===== config.mk =====
export PLATFORM = sky130hd
export DESIGN_NAME = uart_tx_arbiter
export DESIGN_NICKNAME = d
export VERILOG_FILES = /design/src/rtl/uart_tx_arbiter.sv
export SDC_FILE = /design/constraint.sdc
export NUM_CORES = 1
export LEC_CHECK = 0
export CAP_MARGIN = 10
export CORE_UTILIZATION = 35
export DETAILED_ROUTE_END_ITERATION = 7
export GPL_TIMING_DRIVEN = 0
export MAX_ROUTING_LAYER = met4
export PLACE_DENSITY = 0.82
export SLEW_MARGIN = 20
export SYNTH_ARGS = -nofsm -noshare
export SYNTH_HDL_FRONTEND = slang
export SYNTH_SLANG_ARGS = --single-unit

===== constraint.sdc =====
create_clock -name clk_50MHz -period 1.4 [get_ports clk_50MHz]
set_input_delay 0.28 -clock clk_50MHz [delete_from_list [all_inputs] [get_ports clk_50MHz]]
set_output_delay 0.28 -clock clk_50MHz [all_outputs]
set_load 0.05 [all_outputs]

===== src/rtl/uart_tx_arbiter.sv =====
// rtl/uart_tx_arbiter.sv - shares one UART transmitter among NUM_REQ byte sources
//
// Purpose:
//   Picks one requester holding a byte, latches its byte onto tx_data, pulses
//   its req_ready, then pulses tx_start and keeps ownership of the transmitter
//   until tx_done_tick ends the frame.
//   Default build selects round-robin. Defining UART_ARB_FIXED_PRIORITY_EN
//   selects fixed priority (lowest index wins, no round-robin pointer).
//
// Ports:
//   clk_50MHz     in   system clock
//   reset         in   asynchronous active-low reset
//   req_valid     in   [NUM_REQ]            requester i holds a byte
//   req_data      in   [NUM_REQ*DATA_BITS]  byte i at [i*DATA_BITS +: DATA_BITS]
//   req_ready     out  [NUM_REQ]            one-cycle accept pulse for requester i
//   tx_start      out                       one-cycle start pulse to the transmitter
//   tx_data       out  [DATA_BITS]          byte for the transmitter, held until next grant
//   tx_busy       in                        transmitter busy
//   tx_done_tick  in                        transmitter end-of-frame pulse
//   grant_id      out  [ID_BITS]            index of current/last granted requester
//   arb_busy      out                       high whenever the FSM is not IDLE

module uart_tx_arbiter #(
   parameter int DATA_BITS = 8,
   parameter int NUM_REQ   = 2,
   parameter int ID_BITS   = 1
) (
   input  logic                         clk_50MHz,
   input  logic                         reset,
   input  logic [NUM_REQ-1:0]           req_valid,
   input  logic [NUM_REQ*DATA_BITS-1:0] req_data,
   output logic [NUM_REQ-1:0]           req_ready,
   output logic                         tx_start,
   output logic [DATA_BITS-1:0]         tx_data,
   input  logic                         tx_busy,
   input  logic                         tx_done_tick,
   output logic [ID_BITS-1:0]           grant_id,
   output logic                         arb_busy
);

   typedef enum logic [1:0] {
      IDLE      = 2'd0,
      START     = 2'd1,
      WAIT_BUSY = 2'd2,
      WAIT_DONE = 2'd3
   } state_t;

   state_t                 state;
   state_t                 state_nxt;
   logic                   grant;
   logic                   found;
   logic [ID_BITS-1:0]     win_id;
   logic [NUM_REQ-1:0]     win_onehot;
   logic [DATA_BITS-1:0]   win_data;

`ifdef UART_ARB_FIXED_PRIORITY_EN
   // Descending scan: the last hit written is the lowest valid index.
   always_comb begin
      found      = 1'b0;
      win_id     = '0;
      win_onehot = '0;
      win_data   = '0;
      for (int i = NUM_REQ - 1; i >= 0; i--) begin
         if (req_valid[i]) begin
            found      = 1'b1;
            win_id     = ID_BITS'(i);
            win_onehot = NUM_REQ'(1) << i;
            win_data   = req_data[i*DATA_BITS +: DATA_BITS];
         end
      end
   end
`else
   logic [ID_BITS-1:0] rr_ptr;

   // Two descending scans: the first covers indices below the pointer (the
   // wrapped-around part of the search), the second covers indices at or
   // above it and overrides, so the first valid index from rr_ptr upward
   // wins and only otherwise the lowest index below rr_ptr.
   always_comb begin
      found      = 1'b0;
      win_id     = '0;
      win_onehot = '0;
      win_data   = '0;
      for (int i = NUM_REQ - 1; i >= 0; i--) begin
         if (req_valid[i] && (i < int'(rr_ptr))) begin
            found      = 1'b1;
            win_id     = ID_BITS'(i);
            win_onehot = NUM_REQ'(1) << i;
            win_data   = req_data[i*DATA_BITS +: DATA_BITS];
         end
      end
      for (int i = NUM_REQ - 1; i >= 0; i--) begin
         if (req_valid[i] && (i >= int'(rr_ptr))) begin
            found      = 1'b1;
            win_id     = ID_BITS'(i);
            win_onehot = NUM_REQ'(1) << i;
            win_data   = req_data[i*DATA_BITS +: DATA_BITS];
         end
      end
   end

   always_ff @(posedge clk_50MHz or negedge reset) begin
      if (!reset) begin
         rr_ptr <= '0;
      end else if (grant) begin
         rr_ptr <= (win_id == ID_BITS'(NUM_REQ - 1)) ? '0 : win_id + 1'b1;
      end
   end
`endif

   always_ff @(posedge clk_50MHz or negedge reset) begin
      if (!reset) begin
         state <= IDLE;
      end else begin
         state <= state_nxt;
      end
   end

   always_comb begin
      state_nxt = state;
      grant     = 1'b0;
      case (state)
         IDLE: begin
            // A busy transmitter is owned elsewhere; tx_done_tick is ignored here.
            if (found && !tx_busy) begin
               grant     = 1'b1;
               state_nxt = START;
            end
         end
         START: begin
            state_nxt = WAIT_BUSY;
         end
         WAIT_BUSY: begin
            // A frame may already be over before busy was ever seen.
            if (tx_done_tick) begin
               state_nxt = IDLE;
            end else if (tx_busy) begin
               state_nxt = WAIT_DONE;
            end
         end
         WAIT_DONE: begin
            if (tx_done_tick) begin
               state_nxt = IDLE;
            end
         end
         default: begin
            state_nxt = IDLE;
         end
      endcase
   end

   // Registered outputs: ready is seen the cycle after the grant decision,
   // tx_start one cycle after ready.
   always_ff @(posedge clk_50MHz or negedge reset) begin
      if (!reset) begin
         req_ready <= '0;
         tx_start  <= 1'b0;
         tx_data   <= '0;
         grant_id  <= '0;
      end else begin
         req_ready <= grant ? win_onehot : '0;
         tx_start  <= (state == START);
         if (grant) begin
            tx_data  <= win_data;
            grant_id <= win_id;
         end
      end
   end

   assign arb_busy = (state != IDLE);

endmodule


==> results of run 1 <==
[sequential cells by signal, indices dropped and copies added (netlist names)]
register / cells
req_ready: 2
rr_ptr: 1
tx_data: 8
state: 2
tx_start: 1
grant_id: 1
[worst max-delay path, delay by kind of cell]
family                 cells  cell delay (ns)
AOI/OAI and AO/OA          2             0.35
buffers and inverters      2             0.72
muxes                      1             0.27
[synthesized netlist by cell type]
cell and count:
dfrtp_1 15, mux2_2 9, nand2_1 9, o2bb2ai_1 8, inv_1 2, nor2_1 2
nor2b_1 2, a21boi_0 1, a21boi_2 1, and2_1 1, buf_2 1, buf_6 1
clkbuf_1 1, mux2i_1 1, nand2b_1 1, nor3_4 1, o211ai_1 1, or2_4 1
or3_1 1
[cell type report]
class	instances	area (µm²)
buffer	3	21.3
clock buffer	3	22.5
clock inverter	1	5.00
fill	157	628
inverter	2	7.51
multi-input combinational	39	328
sequential	15	375
tap	25	31.3
timing repair buffer	40	383
[timing repair]
| item | in CTS | in global routing |
|---|---|---|
| gates resized for setup | 48 | 3 |
| hold endpoints to repair | 0 | 0 |
| pin swaps | 2 | 0 |
| buffers inserted | 5 | 0 |
| setup endpoints to repair | 23 | 14 |
| hold buffers | 0 | 0 |
| cloned | 1 | 0 |
[path summary, 6_finish.rpt]
kind / to
max in group asynchronous: req_ready[0]$_DFF_PN0_
min reg2reg: tx_data[3]$_DFFE_PN0P_
max: tx_data[0]$_DFFE_PN0P_
min in group clk_50MHz: tx_data[3]$_DFFE_PN0P_
max reg2reg: tx_data[7]$_DFFE_PN0P_
min: tx_start$_DFF_PN0_
[power breakdown]
part	leakage, nW	total [mW]	internal (mW)	switching, mW
Clock	0.0177	0.252	0.106	0.146
Sequential	0.189	0.701	0.610	0.0906
Combinational	0.320	1.45	0.599	0.855
Total	0.527	2.41	1.32	1.09
[cell families (layout without fill, tap and decap cells)]
logic type | count (synthesis) | in the layout | share of synthesized area [%]
buffers and inverters | 5 | 49 | 3.89
multiplexers | 10 | 10 | 15.7
AND/OR/NAND/NOR | 18 | 18 | 13.8
flip-flops | 15 | 15 | 53.0
AO/OA/AOI/OAI | 11 | 11 | 13.6
[routing by layer]
metal / vias to the layer above / part of all wire [%] / routed length (µm)
met1: 307 / 43 / 809
met5: - / 0 / 0
li1: 296 / - / -
met2: 23 / 51 / 950
met3: 4 / 4.5 / 85
met4: 0 / 1.3 / 25
[per-stage QoR]
| stage | setup TNS, ns | hold slack [ns] | instance area (µm²) |
|---|---|---|---|
| detailed placement | -4.40 | 0.461 | 1080 |
| floorplan | -0.822 | -0.0156 | 708 |
| global placement | -3.94 | 0.455 | 1080 |
| finish | -0.272 | 0.401 | 1170 |
| CTS | -0.274 | 0.408 | 1190 |
| global route | -1.04 | 0.464 | 1170 |
==> qor.yml, run 1 <==
synth:
  ys_seq_area_share_pct: 53.0
  synth_cells: 59
  synth_fp_nets: 81
  synth_area_um2: 708
  synth_warnings: 0
  yosys_register_bits: 15
  synth.avg_cell_area_um2: 12.0
  synth_top_area_share_pct: 53.0
  synth_top_cell_by_area: "dfrtp_1"
  ys_top_cells_by_area: "dfrtp_1, mux2_2, o2bb2ai_1"
  ys_types: 19
status:
  status: "finished, violations left"
  violations: "negative setup slack"
power_and_ir_drop:
  vdd_drop_max_mv: 1.06
  leakage_nw: 0.527
  power_per_cell_area_nw_per_um2: 2050
  p_total_mw: 2.41
timing:
  clock.fmax_mhz: 692
  maxSlewViolCount: 0
  rsz0062_at_grt: "true"
  hold_viol: 0
  min_period_over_period_pct: 103
  worst_pin_slew_ns: 0.685
  final.setup.worst_slack_ns: -0.0442
  period_minus_slack_ns: 1.44
  slew_headroom_pct: 54.2
  fin_skew_ns: 0.00125
  final-setup-viol-count: 9
cells_and_area:
  final_net_count: 126
  final_cells: 128
  diodes: 0
  post-route-util_pct: 65.1
  drive_gt1_share_pct: 36.9
  layout_common_cells: "clkdlybuf4s50_1, dfrtp_1, nand2_1, clkdlybuf4s15_2, o2bb2ai_1"
  syn_to_final_growth_pct: 65.7
  layout_commonest_cell: "clkdlybuf4s50_1"
placed_design:
  dp.cells: 118
  portBuffers: 34
  routabilityCongestion: 0.713
  dp_hpwl_um: 1250
  dp_worst_setup_slack_ns: -0.394
floorplanning:
  rows: 15
  core_um2: 1800
  die_w_um: 47.0
  start_util_pct: 39.3
  ioPinCount: 35
  fp.dieArea_um2: 2210
  die_y_um: 47.0
setup_path:
  path_max_fanout: 10
  cp-end-kind: "flop"
  cp-start-kind: "input port"
  critical_path.max_stage_delay_ns: 0.48
  startpoint: "req_valid[1]"
  reg2reg_setup_slack_ns: -0.03
  r2r_cells: 4
  path_cells: "clkdlybuf4s50_1 > buf_2 > a21boi_2 > o2bb2ai_1 > mux2_2"
  worstPathArrival_ns: 1.62
  cp_slowest_cell: "clkdlybuf4s50_1"
  cp_data_required_time_ns: 1.58
  setup.worst_path.class: "input port to flop"
  r2r-start: "state[1]$_DFFE_PN0P_"
clock_tree:
  cts_htree_levels: 1
  cts_tree: "yes"
  cts.sinks: 15
  clockBufferDepth: 2
  clkSlewWorstSetupHoldPaths_ns: 0.09
  cts_buffers: 3
  clock_latency_ns: 0.28
  cts-root-buf: "clkbuf_4"
global_routing:
  antenna_found_initial: 0
  grt_pass1_wl_um: 2840
  use_met1_pct: 23.7
  globalRouteOverflowTotal: 0
  first_global_vias: 625
  grt_max_degree: 16
  grt_use_total_pct: 19.9
  use_met3_pct: 5.00
  grt_most_used_layer: "met2"
  grt.met2_usage_pct: 32.5
route:
  final_antenna_net_count: 0
  routed_wirelength_um: 1870
  viasPerCell: 4.92
  wire_per_inst_um: 14.6
  drtIter0Drc: 8
  drtPass1Iterations: 4
  vias: 630
  drc_errors: 0
hold_path:
  hp-class: "input port to async pin"
flow_run:
  drv_cap: 0
Power figures use the tool's default switching activity.
==> run 2, diff against run 1 <==
--- a/config.mk
+++ b/config.mk
@@ -5,13 +5,14 @@
 export SDC_FILE = /design/constraint.sdc
 export NUM_CORES = 1
 export LEC_CHECK = 0
+export ABC_AREA = 1
 export CAP_MARGIN = 10
-export CORE_UTILIZATION = 35
+export CORE_UTILIZATION = 37
 export DETAILED_ROUTE_END_ITERATION = 7
 export GPL_TIMING_DRIVEN = 0
 export MAX_ROUTING_LAYER = met4
 export PLACE_DENSITY = 0.82
-export SLEW_MARGIN = 20
+export SLEW_MARGIN = 0
 export SYNTH_ARGS = -nofsm -noshare
 export SYNTH_HDL_FRONTEND = slang
 export SYNTH_SLANG_ARGS = --single-unit
==> qor.yml, run 2 <==
placed_design:
  dp_hpwl_um: 1410
  dp_worst_setup_slack_ns: -0.332
  placed_area_um2: 1200
  portBuffers: 34
  routabilityCongestion: 0.770
setup_path:
  critical_path.max_stage_delay_ns: 0.40
  cp_data_required_time_ns: 1.12
  cp-start-kind: "flop"
  cp-end-kind: "output pin"
  setup.worst_path.class: "flop to output pin"
  path_max_fanout: 3
  path_cells: "nor2_2 > buf_6 > inv_6 > buf_8"
  worstPathArrival_ns: 1.16
  cp_slowest_cell: "dfrtp_1"
cells_and_area:
  reg_top3: "tx_data (8), req_ready (2), state (2)"
  drive_gt1_share_pct: 21.8
  regMostFlops: "tx_data"
  layout_common_cells: "nand2_1, nand3_1, clkdlybuf4s50_1"
  nFillCells: 182
  diodes: 0
  seqCellArea_um2: 375
  multi_input_area_um2: 348
  layout_commonest_cell: "nand2_1"
  final_design_area_no_fill_um2: 1260
  syn_to_final_growth_pct: 53.5
  largest_register_ffs: 8
  final_net_count: 170
power_and_ir_drop:
  power_frac_clock_pct: 9.4
  sequentialPowerShare_pct: 26.6
  power_switching_mw: 1.38
  leakage_nw: 0.647
  p_comb_share_pct: 64.1
  vdd_drop_max_mv: 1.22
  internal_power_mw: 1.38
  p_sw_share_pct: 50.0
  power_per_cell_area_nw_per_um2: 2180
  p_total_mw: 2.75
hold_path:
  hp-class: "input port to async pin"
clock_tree:
  cts_tree: "yes"
  clock_latency_ns: 0.29
  clockBufferDepth: 2
  clkSlewWorstSetupHoldPaths_ns: 0.09
  cts.sinks: 15
  cts_htree_levels: 1
  cts_buffers: 3
  cts_hold_buf: 0
  cts-root-buf: "clkbuf_4"
timing:
  final-setup-viol-count: 1
  final.setup.worst_slack_ns: -0.0366
  period_minus_slack_ns: 1.44
  rsz0062_at_grt: "true"
  tns_ns: -0.0366
  maxSlewViolCount: 0
  worst_pin_slew_ns: 0.692
  fin_skew_ns: 0.00132
  hold_viol: 0
  min_period_over_period_pct: 103
  whs_ns: 0.399
  slew_headroom_pct: 53.7
  clock.fmax_mhz: 696
status:
  violations: "negative setup slack"
  status: "finished, violations left"
global_routing:
  grt_max_degree: 16
  globalRouteOverflowTotal: 0
  first_global_vias: 776
  grt_use_total_pct: 19.2
  grt_pass1_wl_um: 3390
  antenna_found_initial: 0
synth:
  synth_commonest_cells: "nand2_1, nand3_1, dfrtp_1, inv_1, nor2_1"
  synth.avg_cell_area_um2: 7.84
  ys_top_cells_by_area: "dfrtp_1, nand3_1, nand2_1"
  synth_ff_type: "dfrtp_1"
  synth.most_common_cell: "nand2_1"
  yosys_register_bits: 15
  synth_top_cell_by_area: "dfrtp_1"
  synth_edf_count: 0
  ys_types: 17
  async_reset_ff_share_pct: 100
  synth_warnings: 0
  synth_cells: 105
  synth_top_area_share_pct: 45.6
  ys_seq_area_share_pct: 45.6
  synth_area_um2: 823
  synth_fp_nets: 127
floorplanning:
  die_y_um: 49.2
  fp.dieArea_um2: 2420
  start_util_pct: 40.7
  ioPinCount: 35
  die_w_um: 49.2
  rows: 16
  core_um2: 2020
route:
  drtIter0Drc: 20
  drtPass1Iterations: 6
  m1WireLength_um: 917
  wire_per_inst_um: 11.3
  wl_met3_um: 114
  routed_wirelength_um: 1960
  vias: 807
  met2_wirelength_um: 898
  final_antenna_net_count: 0
  viasPerCell: 4.64
  drc_errors: 0
  highest_layer: "met4"
flow_run:
  drv_cap: 0
==> run 2: layout make-up <==
cell class | count | area share (%)
plain buffers | 4 | 3.27
inverters | 15 | 4.85
repair buffers | 38 | 29.9
well taps | 27 | 2.67
multi-input cells | 71 | 27.5
flip-flops and latches | 15 | 29.7
clock buffers | 4 | 2.08
==> run 2: repair_timing <==
item	4_1_cts	5_1_grt
endpoints found under the setup margin	13	3
buffers inserted	3	1
cloned	0	0
gates resized for setup	43	2
pin swaps	1	1
==> run 2: logic make-up (layout without fill, tap and decap cells) <==
family	after synthesis	in the layout	share of synthesized area (%)
flip-flops	15	15	45.6
AND/OR/NAND/NOR	68	68	39.1
buffers and inverters	19	61	12.2
AO/OA/AOI/OAI	3	3	3.19
==> run 2: path summary, 6_finish.rpt <==
path | from | endpoint | slack [ns] | cells after the start
hold reg to reg | grant_id$_DFFE_PN0P_ | grant_id$_DFFE_PN0P_ | 0.50 | 2
setup reg to reg | state[0]$_DFFE_PN0P_ | tx_data[0]$_DFFE_PN0P_ | 0.18 | 7
min in group clk_50MHz | grant_id$_DFFE_PN0P_ | grant_id$_DFFE_PN0P_ | 0.50 | 2
hold / removal | reset | state[0]$_DFFE_PN0P_ | 0.40 | 1
setup / recovery | state[0]$_DFFE_PN0P_ | arb_busy | -0.04 | 4
max in group asynchronous | reset | tx_data[2]$_DFFE_PN0P_ | 0.56 | 1
==> run 2: power by group through the flow <==
stage	logic (mW)	registers, mW	clock network, mW
2_1_floorplan	0.636	1.26	0
3_3_place_gp	1.65	0.735	0
3_5_place_dp	1.68	0.740	0
4_1_cts	1.75	0.735	0.258
5_1_grt	1.89	0.757	0.292
6_report	1.76	0.731	0.257
==> run 2: stage by stage <==
stage                     std cells  util (%)
after floorplan                 105         -
final                           174      62.5
after global routing            174      62.5
after detailed placement        166      59.2
after global placement          166      59.2
after CTS                       173      62.6
==> run 2: worst max-delay path: cells and delay by family, from the launching register on <==
family | cells | cell delay (ns)
DFF | 1 | 0.40
buffers and inverters | 3 | 0.31
and+or+nand+nor | 1 | 0.15
==> run 2: per-layer routing <==
metal	vias up	global-route usage, %
met2	34	30.4
met3	3	3.12
met5	-	-
li1	409	-
met4	0	9.80
met1	361	23.4
